--- src/rtl/ctrl.sv ---
`default_nettype none
// ============================================================================
// Module   : ctrl
// Purpose  : Pipeline hazard controller. Produces per-stage stall vector,
//            flushes the front end on taken jumps and redirects the PC,
//            deferring the redirect while an instruction fetch is in flight.
//            Also counts cycles in which the PC is stalled.
// Ports    : clk_i, rst_i             - clock, synchronous active-high reset
//            stallreq_{if,id,ex,mem}_i - stall requests from each stage
//            jump_req_i, jump_addr_i  - taken jump resolved in EX
//            stall_o[5:0]             - per-stage stall (0 PC .. 5 WB), 1=STOP
//            flush_jump_o             - flush IF/ID and ID/EX
//            redirect_o, redirect_addr_o - PC load strobe and target
//            stall_cycles_o           - free-running PC-stall cycle count
// Revision : 1.0 - initial release
// ============================================================================
module ctrl #(
  parameter int ADDR_WIDTH = 32
) (
  input  logic                  clk_i,
  input  logic                  rst_i,
  input  logic                  stallreq_if_i,
  input  logic                  stallreq_id_i,
  input  logic                  stallreq_ex_i,
  input  logic                  stallreq_mem_i,
  input  logic                  jump_req_i,
  input  logic [ADDR_WIDTH-1:0] jump_addr_i,
  output logic [5:0]            stall_o,
  output logic                  flush_jump_o,
  output logic                  redirect_o,
  output logic [ADDR_WIDTH-1:0] redirect_addr_o,
  output logic [31:0]           stall_cycles_o
);

  typedef enum logic [0:0] {
    ST_IDLE = 1'b0,
    ST_PEND = 1'b1
  } state_t;

  state_t                r_state;
  logic [ADDR_WIDTH-1:0] r_pend_addr;
  logic [31:0]           r_stall_cycles;

  logic w_back_stall;   // EX or MEM busy: the jump cannot complete yet
  logic w_accept;
  logic w_accept_now;
  logic w_pend_release;
  logic w_flush;
  logic [5:0] w_stall;

  assign w_back_stall   = stallreq_ex_i | stallreq_mem_i;
  assign w_accept       = ~rst_i & (r_state == ST_IDLE) & jump_req_i & ~w_back_stall;
  assign w_accept_now   = w_accept & ~stallreq_if_i;
  assign w_pend_release = ~rst_i & (r_state == ST_PEND) & ~stallreq_if_i & ~w_back_stall;
  assign w_flush        = ~rst_i & (w_accept | (r_state == ST_PEND));

  // The load-use bubble is dropped while flushing: the instructions it would
  // protect are being discarded anyway, and keeping it would stall the PC in
  // the very cycle the redirect must load it.
  always_comb begin
    w_stall = 6'b000000;
    if (!rst_i) begin
      if (stallreq_mem_i)                 w_stall = 6'b011111;
      else if (stallreq_ex_i)             w_stall = 6'b001111;
      else if (stallreq_id_i && !w_flush) w_stall = 6'b000111;
      else if (stallreq_if_i)             w_stall = 6'b000011;
    end
  end

  assign stall_o        = w_stall;
  assign flush_jump_o   = w_flush;
  assign redirect_o     = w_accept_now | w_pend_release;
  assign stall_cycles_o = r_stall_cycles;

  always_comb begin
    redirect_addr_o = '0;
    if (w_accept_now)        redirect_addr_o = jump_addr_i;
    else if (w_pend_release) redirect_addr_o = r_pend_addr;
  end

  always_ff @(posedge clk_i) begin
    if (rst_i) begin
      r_state        <= ST_IDLE;
      r_pend_addr    <= '0;
      r_stall_cycles <= 32'd0;
    end else begin
      if (w_stall[0]) r_stall_cycles <= r_stall_cycles + 32'd1;
      case (r_state)
        ST_IDLE: begin
          // Fetch still busy: hold the target until the in-flight fetch retires.
          if (w_accept && stallreq_if_i) begin
            r_pend_addr <= jump_addr_i;
            r_state     <= ST_PEND;
          end
        end
        ST_PEND: begin
          if (w_pend_release) r_state <= ST_IDLE;
        end
        default: r_state <= ST_IDLE;
      endcase
    end
  end

endmodule
`default_nettype wire

--- config.mk ---
export PLATFORM = sky130hd
export DESIGN_NAME = ctrl
export DESIGN_NICKNAME = d
export VERILOG_FILES = /design/src/rtl/ctrl.sv
export SDC_FILE = /design/constraint.sdc
export NUM_CORES = 1
export LEC_CHECK = 0
export CAP_MARGIN = 20
export CORE_ASPECT_RATIO = 1.25
export CORE_UTILIZATION = 45
export DETAILED_ROUTE_END_ITERATION = 10
export GPL_TIMING_DRIVEN = 0
export PLACE_DENSITY = 0.79
export SLEW_MARGIN = 20
export SYNTH_ARGS = -nofsm -noshare
export SYNTH_HDL_FRONTEND = slang
export SYNTH_SLANG_ARGS = --single-unit
--- constraint.sdc ---
create_clock -name clk_i -period 2.8 [get_ports clk_i]
set_input_delay 0.56 -clock clk_i [delete_from_list [all_inputs] [get_ports clk_i]]
set_output_delay 0.56 -clock clk_i [all_outputs]
set_load 0.1 [all_outputs]
==> impl_metrics.json <==
{
  "ant_nets": 0,
  "reg2regPathDepth": 5,
  "leakagePower_nw": 1.69,
  "critPathKind": "primary input to output pin",
  "ys_ff_latch": 65,
  "final_cells": 676,
  "rr_startpoint": "stall_cycles_o[2]",
  "setup.worst_path.end": "stall_o[1]",
  "vias": 3840,
  "clkTransAtPathRegs_ns": 0.07,
  "multiInputGateArea_um2": 2220,
  "drc": 0,
  "status": "finished clean",
  "tightestPinTransition_ns": 0.992,
  "power_density_nw_per_um2": 373,
  "clock_skew_ns": 0.00854,
  "synthFlopType": "dfxtp_1",
  "worst_slack_ns": 0.0249,
  "yosys.area.top_type": "dfxtp_1",
  "grt_pass1_vias": 3650,
  "fp.dieH_um": 98.0,
  "row_count": 34,
  "fin_util_pct": 76.0,
  "overflow": 0,
  "fp.dieW_um": 78.8,
  "drt_wl_total_um": 10900,
  "nets": 623,
  "place_area_um2": 4860,
  "fmax_mhz": 360,
  "hold_violations": 0,
  "synth.cell_area_um2": 3320,
  "clock_latency_ns": 0.34,
  "synth_edf_count": 0,
  "crit_required_ns": 2.24,
  "tritoncts": "yes",
  "cts_num_sinks": 65,
  "cts-root-buf": "clkbuf_8",
  "h-tree-depth": 3,
  "synth.distinct_cells": 43,
  "maxSlewViolCount": 0,
  "p_total_mw": 2.00,
  "design_area_um2": 5370,
  "peakVddDrop_uv": 392,
  "area_growth_pct": 61.8,
  "reg2reg_slack_ns": 0.51,
  "viasPerCell": 5.68,
  "pre_cts_slack_ns": -1.61,
  "grt_pass1_wl_um": 17500,
  "async_reset_ff_share_pct": 0,
  "fin_setup_tns_ns": 0,
  "yosysSeqAreaShare_pct": 39.2,
  "holdBufCountCts": 0,
  "globalplace.congestion": 0.920,
  "relSlewSlack_pct": 33.7,
  "worstPathArrival_ns": 2.22,
  "maxCapViolCount": 0,
  "grt_max_degree": 11,
  "dr.pass1.iters": 5,
  "drive_gt1_share_pct": 21.7,
  "postSynthCellCount": 460,
  "io_pins": 111,
  "antenna_found_initial": 0,
  "r2r-end": "stall_cycles_o[29]",
  "cts_inserted_buffers": 9,
  "seq_area_um2": 1300,
  "startpoint_type": "primary input",
  "drt-initial-drc-count": 148,
  "layout_commonest_cell": "nand2_1",
  "grt.total_usage_pct": 28.6,
  "dp_cells": 659,
  "syn_nets": 500,
  "period_share_pct": 99.1,
  "hp-class": "flop to flop",
  "min_period_ns": 2.78,
  "num-fill-cells": 498,
  "yosys_warnings": 0,
  "syn_avg_cell_area_um2": 7.21,
  "start_util_pct": 47.0,
  "cts_buffer_depth": 2,
  "die_area_um2": 7720,
  "layout_common_cells": "141 x nand2_1, 65 x clkdlybuf4s50_1, 65 x dfxtp_1, 54 x a21oi_1, 28 x a21oi_4",
  "synth_top_area_share_pct": 39.2,
  "hpwl_um": 7310,
  "worst_hold_slack_ns": 0.455,
  "end_kind": "output pin",
  "port_buffers": 109,
  "crit_start": "stallreq_id_i",
  "crit_fanout": 4,
  "diodes": 0,
  "setup_viol": 0,
  "coreArea_um2": 7060,
  "wire_per_inst_um": 16.1,
  "synth_area_leaders": "dfxtp_1 39%, nand2_1 16%, a21oi_1 13%"
}
==> cells in the mapped netlist (6+ instances only) <==
| cell | n |
|---|---|
| or4_1 | 18 |
| nand2_1 | 142 |
| nor2_1 | 12 |
| nand3_1 | 6 |
| inv_1 | 7 |
| a21oi_1 | 89 |
| or3_1 | 8 |
| dfxtp_1 | 65 |
| o21ai_0 | 6 |
| clkbuf_1 | 26 |
| o31ai_1 | 14 |
| nor2b_1 | 6 |
==> logic make-up after synthesis <==
kind of cell             share of synthesized area (%)
AND/OR/NAND/NOR                                   32.5
flip-flops                                        39.2
other                                            0.113
buffers and inverters                             5.17
XOR/XNOR                                         0.793
multiplexers                                      2.30
AO/OA/AOI/OAI                                     19.5
adder cells (fa/ha/maj)                          0.377
==> sequential cells by signal, indices dropped and copies added, names as in the netlist <==
signal and count:
r_pend_addr 32, stall_cycles_o 32, r_state 1
==> final cells by class <==
class / instances / area share, %
clock inverter: 4 / 0.839
buffer: 33 / 4.69
clock buffer: 10 / 2.56
multi-input combinational: 354 / 41.5
timing repair buffer: 113 / 23.6
sequential: 65 / 24.2
inverter: 7 / 0.490
tap: 90 / 2.10
==> metal layers <==
metal  up-vias  GRT usage [%]  part of all wire [%]
li1       1856              -                     -
met1      1828           36.0                    42
met2       140           48.1                    50
met3        16           4.95                   5.4
met4         0           11.1                   1.8
met5         -              0                     0
==> worst min-delay path by stage <==
| stage | from | depth (start not counted) | end | slack, ns |
|---|---|---|---|---|
| floorplan | r_pend_addr[0] | 2 | r_pend_addr[0] | 0.44 |
| global placement | r_pend_addr[27] | 2 | r_pend_addr[27] | 0.44 |
| detailed placement | r_pend_addr[28] | 2 | r_pend_addr[28] | 0.45 |
| CTS | r_pend_addr[28] | 2 | r_pend_addr[28] | 0.46 |
| global route | r_pend_addr[14] | 2 | r_pend_addr[14] | 0.48 |
| finish | r_pend_addr[28] | 2 | r_pend_addr[28] | 0.45 |
==> repair_timing <==
action,CTS,global route
gates resized for setup,317,11
endpoints found under the hold margin,0,0
buffers inserted,1,0
cloned,4,0
pin swaps,2,1
setup endpoints to repair,39,32
==> power by group <==
part	internal, mW	switching, mW
logic	0.0967	0.184
registers	0.935	0.0115
clock network	0.421	0.351
==> critical path, stage by stage <==
cell	delay [ns]
clkdlybuf4s50_1	0.52
or3b_4	0.43
a21oi_2	0.18
buf_4	0.12
buf_2	0.41
No activity file was read; power rests on OpenSTA's default activity.
